<file path="src/rtl/fixed_requant_pkg.sv">
// Shared sizing helpers for the fixed-point requantizer pipeline.
package fixed_requant_pkg;

  function automatic int shift_amt(input int in_frac, input int out_frac);
    return in_frac - out_frac;
  endfunction

  // One guard bit above the (possibly left-extended) input keeps the rounding add exact.
  function automatic int int_width(input int in_w, input int shift);
    return in_w + ((shift < 0) ? -shift : 0) + 1;
  endfunction

  function automatic longint sat_max(input int out_w);
    return (longint'(1) <<< (out_w - 1)) - 1;
  endfunction

  function automatic longint sat_min(input int out_w);
    return -(longint'(1) <<< (out_w - 1));
  endfunction

  function automatic int lanes(input int dim_0, input int dim_1);
    return dim_0 * dim_1;
  endfunction

endpackage

</file>
<file path="src/rtl/fixed_requant_pipe_round_sat.sv">
// Single-lane combinational requantizer: round-half-up, rescale, signed saturate.
module fixed_round_sat
  import fixed_requant_pkg::*;
#(
  parameter int IN_W     = 16,
  parameter int IN_FRAC  = 8,
  parameter int OUT_W    = 8,
  parameter int OUT_FRAC = 4
) (
  input  logic [IN_W-1:0]  data_in,
  output logic [OUT_W-1:0] data_out,
  output logic             saturated
);

  localparam int SHIFT  = shift_amt(IN_FRAC, OUT_FRAC);
  localparam int INT_W  = int_width(IN_W, SHIFT);
  localparam int RSH    = (SHIFT > 0) ? SHIFT : 0;
  localparam int LSH    = (SHIFT < 0) ? -SHIFT : 0;
  localparam int RND_SH = (RSH > 0) ? RSH - 1 : 0;

  // Zero when no fraction bits are dropped, so one datapath covers every SHIFT sign.
  localparam logic signed [INT_W-1:0] RND_C =
    (RSH > 0) ? (INT_W'(1) << RND_SH) : INT_W'(0);

  localparam longint SAT_HI = sat_max(OUT_W);
  localparam longint SAT_LO = sat_min(OUT_W);

  logic signed [INT_W-1:0] ext;
  logic signed [INT_W-1:0] rounded;
  logic signed [INT_W-1:0] scaled;
  longint                  wide;

  always_comb begin
    ext       = {{(INT_W-IN_W){data_in[IN_W-1]}}, data_in};
    rounded   = ext + RND_C;
    scaled    = (rounded >>> RSH) <<< LSH;
    wide      = longint'(scaled);
    saturated = 1'b0;
    data_out  = OUT_W'(wide);
    if (wide > SAT_HI) begin
      saturated = 1'b1;
      data_out  = OUT_W'(SAT_HI);
    end else if (wide < SAT_LO) begin
      saturated = 1'b1;
      data_out  = OUT_W'(SAT_LO);
    end
  end

endmodule

</file>
<file path="src/rtl/fixed_requant_pipe.sv">
// Two-stage requantizer pipeline with valid/ready backpressure.
// Optional saturation counter port enabled by `define FIXED_REQUANT_SAT_COUNT_EN.
module fixed_requant_pipe
  import fixed_requant_pkg::*;
#(
  parameter int DATA_IN_0_PRECISION_0       = 16,
  parameter int DATA_IN_0_PRECISION_1       = 8,
  parameter int DATA_OUT_0_PRECISION_0      = 8,
  parameter int DATA_OUT_0_PRECISION_1      = 4,
  parameter int DATA_IN_0_PARALLELISM_DIM_0 = 1,
  parameter int DATA_IN_0_PARALLELISM_DIM_1 = 1,
  parameter int DATA_OUT_0_PARALLELISM_DIM_0 = DATA_IN_0_PARALLELISM_DIM_0,
  parameter int DATA_OUT_0_PARALLELISM_DIM_1 = DATA_IN_0_PARALLELISM_DIM_1
) (
  input  logic                              clk,
  input  logic                              rst,
  input  logic [DATA_IN_0_PRECISION_0-1:0]  data_in_0 [DATA_IN_0_PARALLELISM_DIM_0*DATA_IN_0_PARALLELISM_DIM_1-1:0],
  input  logic                              data_in_0_valid,
  output logic                              data_in_0_ready,
  output logic [DATA_OUT_0_PRECISION_0-1:0] data_out_0 [DATA_OUT_0_PARALLELISM_DIM_0*DATA_OUT_0_PARALLELISM_DIM_1-1:0],
  output logic                              data_out_0_valid,
  input  logic                              data_out_0_ready
`ifdef FIXED_REQUANT_SAT_COUNT_EN
  ,
  output logic [15:0]                       sat_count
`endif
);

  localparam int IN_W    = DATA_IN_0_PRECISION_0;
  localparam int OUT_W   = DATA_OUT_0_PRECISION_0;
  localparam int LANES   = lanes(DATA_IN_0_PARALLELISM_DIM_0, DATA_IN_0_PARALLELISM_DIM_1);

  if ((DATA_IN_0_PARALLELISM_DIM_0 != DATA_OUT_0_PARALLELISM_DIM_0) ||
      (DATA_IN_0_PARALLELISM_DIM_1 != DATA_OUT_0_PARALLELISM_DIM_1)) begin : g_par_mismatch
    $error("fixed_requant_pipe: input and output parallelism must match");
  end

  logic             s1_valid_q, s1_valid_d;
  logic             s2_valid_q, s2_valid_d;
  logic [IN_W-1:0]  s1_data_q [LANES-1:0];
  logic [IN_W-1:0]  s1_data_d [LANES-1:0];
  logic [OUT_W-1:0] s2_data_q [LANES-1:0];
  logic [OUT_W-1:0] s2_data_d [LANES-1:0];
  logic [OUT_W-1:0] rs_data   [LANES-1:0];
  logic [LANES-1:0] lane_sat;
  logic             s1_adv;
  logic             s2_adv;

  for (genvar g = 0; g < LANES; g++) begin : g_lane
    fixed_round_sat #(
      .IN_W    (IN_W),
      .IN_FRAC (DATA_IN_0_PRECISION_1),
      .OUT_W   (OUT_W),
      .OUT_FRAC(DATA_OUT_0_PRECISION_1)
    ) u_round_sat (
      .data_in  (s1_data_q[g]),
      .data_out (rs_data[g]),
      .saturated(lane_sat[g])
    );
  end

  // Ready ripples combinationally from the output through both stages.
  always_comb begin
    s2_adv          = !s2_valid_q || data_out_0_ready;
    s1_adv          = !s1_valid_q || s2_adv;
    data_in_0_ready = s1_adv;

    s1_valid_d = s1_valid_q;
    s1_data_d  = s1_data_q;
    s2_valid_d = s2_valid_q;
    s2_data_d  = s2_data_q;

    if (s1_adv) begin
      s1_valid_d = data_in_0_valid;
      if (data_in_0_valid) s1_data_d = data_in_0;
    end
    if (s2_adv) begin
      s2_valid_d = s1_valid_q;
      if (s1_valid_q) s2_data_d = rs_data;
    end
  end

  always_ff @(posedge clk) begin
    if (rst) begin
      s1_valid_q <= 1'b0;
      s2_valid_q <= 1'b0;
      s1_data_q  <= '{default: '0};
      s2_data_q  <= '{default: '0};
    end else begin
      s1_valid_q <= s1_valid_d;
      s2_valid_q <= s2_valid_d;
      s1_data_q  <= s1_data_d;
      s2_data_q  <= s2_data_d;
    end
  end

  assign data_out_0       = s2_data_q;
  assign data_out_0_valid = s2_valid_q;

`ifdef FIXED_REQUANT_SAT_COUNT_EN
  localparam int unsigned LANES_U = LANES;

  logic [15:0] sat_count_q, sat_count_d;
  logic [16:0] sat_sum;

  // Counts saturated lanes of each beat entering S2; sticks at all-ones.
  always_comb begin
    sat_sum = {1'b0, sat_count_q};
    for (int unsigned i = 0; i < LANES_U; i++) begin
      sat_sum = sat_sum + 17'(lane_sat[i]);
    end
    sat_count_d = sat_count_q;
    if (s2_adv && s1_valid_q) begin
      sat_count_d = sat_sum[16] ? 16'hFFFF : sat_sum[15:0];
    end
  end

  always_ff @(posedge clk) begin
    if (rst) sat_count_q <= '0;
    else     sat_count_q <= sat_count_d;
  end

  assign sat_count = sat_count_q;
`else
  logic unused_lane_sat;
  assign unused_lane_sat = |lane_sat;
`endif

endmodule

</file>
<file path="config.mk">
export PLATFORM = sky130hd
export DESIGN_NAME = fixed_requant_pipe
export DESIGN_NICKNAME = d
export VERILOG_FILES = /design/src/rtl/fixed_requant_pkg.sv /design/src/rtl/fixed_requant_pipe_round_sat.sv /design/src/rtl/fixed_requant_pipe.sv
export SDC_FILE = /design/constraint.sdc
export NUM_CORES = 1
export LEC_CHECK = 0
export CAP_MARGIN = 40
export CORE_MARGIN = 8
export CORE_UTILIZATION = 47
export CTS_CLUSTER_SIZE = 10
export DETAILED_ROUTE_END_ITERATION = 8
export GPL_ROUTABILITY_DRIVEN = 0
export PLACE_DENSITY = 0.77
export SLEW_MARGIN = 10
export SYNTH_ARGS = -nofsm -noshare
export SYNTH_HDL_FRONTEND = slang
export SYNTH_SLANG_ARGS = --single-unit
</file>
<file path="constraint.sdc">
create_clock -name clk -period 2.7 [get_ports clk]
set_clock_uncertainty 0.05 [all_clocks]
set_input_delay 0.405 -clock clk [delete_from_list [all_inputs] [get_ports clk]]
set_output_delay 0.405 -clock clk [all_outputs]
set_load 0.1 [all_outputs]
</file>
==> results.md <==
* Fin crit share at approximately four fifths
* H-tree depth at 1
* Pre-antenna DRT Iters at 4
* Antenna violations before repair at 0
* EDFF count, synth at 0
* Worst setup startpoint: s1_data_q[4]
* Fmax at 468 MHz
* Hold slack at 0.451 ns
* HP Class: flop to flop
* Average size of a mapped cell at 7.96 sq um
* Row cnt at 18
* Largest cells by area after synthesis: dfxtp_1, nand2_1, a21oi_1
* Combinational share of power at 24.4%
* Die Y at approximately 66 microns
* Global-route wire length before repair at 4450 microns
* Area share of the largest cell type after synthesis at between 30% and 40%
* Vias in the first global route at 1023
* Simple-gate share of the synthesized area at 25.9%
* GR Util All Layers at between 10 and 15%
* Setup_tns at 0 ns
* ANT nets after route at 0
* Switching Share at 33.7%
* Max-Slew Margin vs Limit at 44.9%
* Post-synthesis compound-gate area fraction at between 20% and 30%
* Die Area at 4300 sq um
* Core area at 2410 sq um
* Synth cell types at 33
* Nature of the critical path endpoint: flop
* Largest net degree at the start of global routing at 24
* Worst path required time at 2.82 ns
* Postcts setup bufs at 0
* Post-CTS Hold Fix Bufs at 0
* Seq pwr share at 53.8%
* Resized cells post-CTS at 0
* Detailed placement HPWL at 2010 microns
* Post-synth top cells: nand2_1, dfxtp_1, a21oi_1
* I/O pin count at 30
* Synth async-reset ratio at 0%
* Num CTS Buffers at 3
* #FFs+latches synth at 23
* Mapped Cells at 145
* CTS tree: done
* Initial Util at 47.9%
* Grt ovf at 0
* Share of layout cells above drive strength 1 at 12.5%
* Reg clk slew, reported paths at between 0.1 and 0.15 ns
* Diode count at 0
* Clock latency at the later pin of the worst-skew pair at 0.31 ns
* Max FO, Critical Path at 7
* Ys flop type: dfxtp_1
* Int Pwr at between 400 and 500 uW
* Sink Count at 23
* Syn_nets at 166
* Leading area contributor after synthesis: dfxtp_1
* Endpoints failing setup at 0
* Top-count cell post-synth: nand2_1
* Post-Synth XOR/XNOR Area at 6.07%
* Mux contribution to synthesized area at 0%
* RSZ-0062 raised after global routing: no
* Worst EP arrival at 2.26 ns
* Worst Tran Pin Value at 0.823 ns
* Pwr dens at 497 nW/um^2
* Routed WL per cell at 13.0 microns
* Root Driver: clkbuf_4
* Status: completed
* Fin. Hold Viols at 0
* Critical R2R Launch: s1_data_q[4]
* WS Path Type: flop to flop
* Chip width at 65.5 microns
* DRT iter0 DRCs at 51
* Adder-Cell Fraction of Synth Area at 1.08%
* MaxCap Viol Count at 0
* Tmin final at ~2.1 ns
* Final wirelength at approximately 2600 microns
* Seq/Total Area, Yosys at 39.9%
* Largest family of logic cells by synthesized area: simple AND/OR/NAND/NOR gates
* Max VDD drop at roughly 0.35 mV
* CP startpoint kind: flop
* Routed vias/inst at ~5.5
* Area grow syn2layout at 25.6%
* Yosys synthesis warning count at 0
* Post-synthesis cell area at 1150 sq um
* Clock Power Share at 21.9%
* Hold path start: data_out_0[6]
* Vias post-DR at approximately 1100
* Lkg Pwr at 0.541 nW
* Buffers on Ports at 26
* Final #Nets at 190
* Bufs on Longest Clock Path at 2
* Count of pins over their slew limit at 0
* DR DRC count at 0
* NetSw at roughly 240 uW
## power by group through the flow
| stage | clock network [mW] | registers [mW] | logic (mW) |
|---|---|---|---|
| 2_1_floorplan | 0 | 0.453 | 0.0619 |
| 3_3_place_gp | 0 | 0.393 | 0.174 |
| 3_5_place_dp | 0 | 0.394 | 0.176 |
| 4_1_cts | 0.165 | 0.387 | 0.176 |
| 5_1_grt | 0.183 | 0.392 | 0.189 |
| 6_report | 0.157 | 0.387 | 0.175 |
## cell usage in the layout, fill, tap and decap left out, types with 2 or more instances in the layout
cell / instances
and4_1: 2
clkbuf_4: 3
nand4_1: 3
nand2_1: 33
a211oi_1: 8
a21oi_1: 17
dfxtp_1: 22
clkdlybuf4s50_1: 16
xnor2_1: 6
nor2_1: 12
nand3_1: 2
a311oi_1: 2
o21ai_1: 7
xor2_1: 2
buf_4: 11
## area by class of cell
cell class	count	area, sq um
Clock inverter	1	5.00
Timing Repair Buffer	28	263
Tap cell	30	37.5
Multi-Input combinational cell	112	656
Fill cell	232	961
Inverter	1	3.75
Sequential cell	23	462
Clock buffer	3	22.5
## path summary, 6_finish.rpt
check | cells after the start | slack [ns] | end
min | 2 | 0.45 | data_out_0[6]
max reg2reg | 6 | 0.56 | data_out_0[2]
max | 6 | 0.56 | data_out_0[2]
min reg2reg | 2 | 0.45 | data_out_0[6]
## sequential cells by signal, summed over array words and instances, names as in the netlist
signal,flops
data_out_0,8
data_out_0_valid,1
s1_data_q,13
s1_valid_q,1
## stage by stage
stage	worst slack [ns]	power [mW]	util, %	area, sq um	std cells
floorplan	0.245	0.515	-	1150	145
global route	0.340	0.763	60.1	1450	198
CTS	0.575	0.728	60.1	1450	198
global placement	0.624	0.566	59.0	1420	194
detailed placement	0.580	0.570	59.0	1420	194
finish	0.563	0.720	60.1	1450	198
## kinds of logic after synthesis
kind of cell	after synthesis
buf+inv	10
flops	23
xor+xnor	8
simple gates	62
fa+ha+maj	1
compound gates	41
## critical path, cell delays in order (launching register included)
cell and delay [ns]:
dfxtp_1 0.47, ha_1 0.30, and3_1 0.29, and4_1 0.22, o211ai_1 0.08, o22ai_1 0.44, a211oi_1 0.15
## routing by layer
metal	part of all wire, %	vias to the layer above	global-route usage, %
li1	-	564	-
met1	45	490	15.6
met2	46	26	20.0
met3	5.9	6	3.06
met4	2.6	0	7.08
met5	0	-	0
Note: power is estimated with default switching activity, not from simulation.
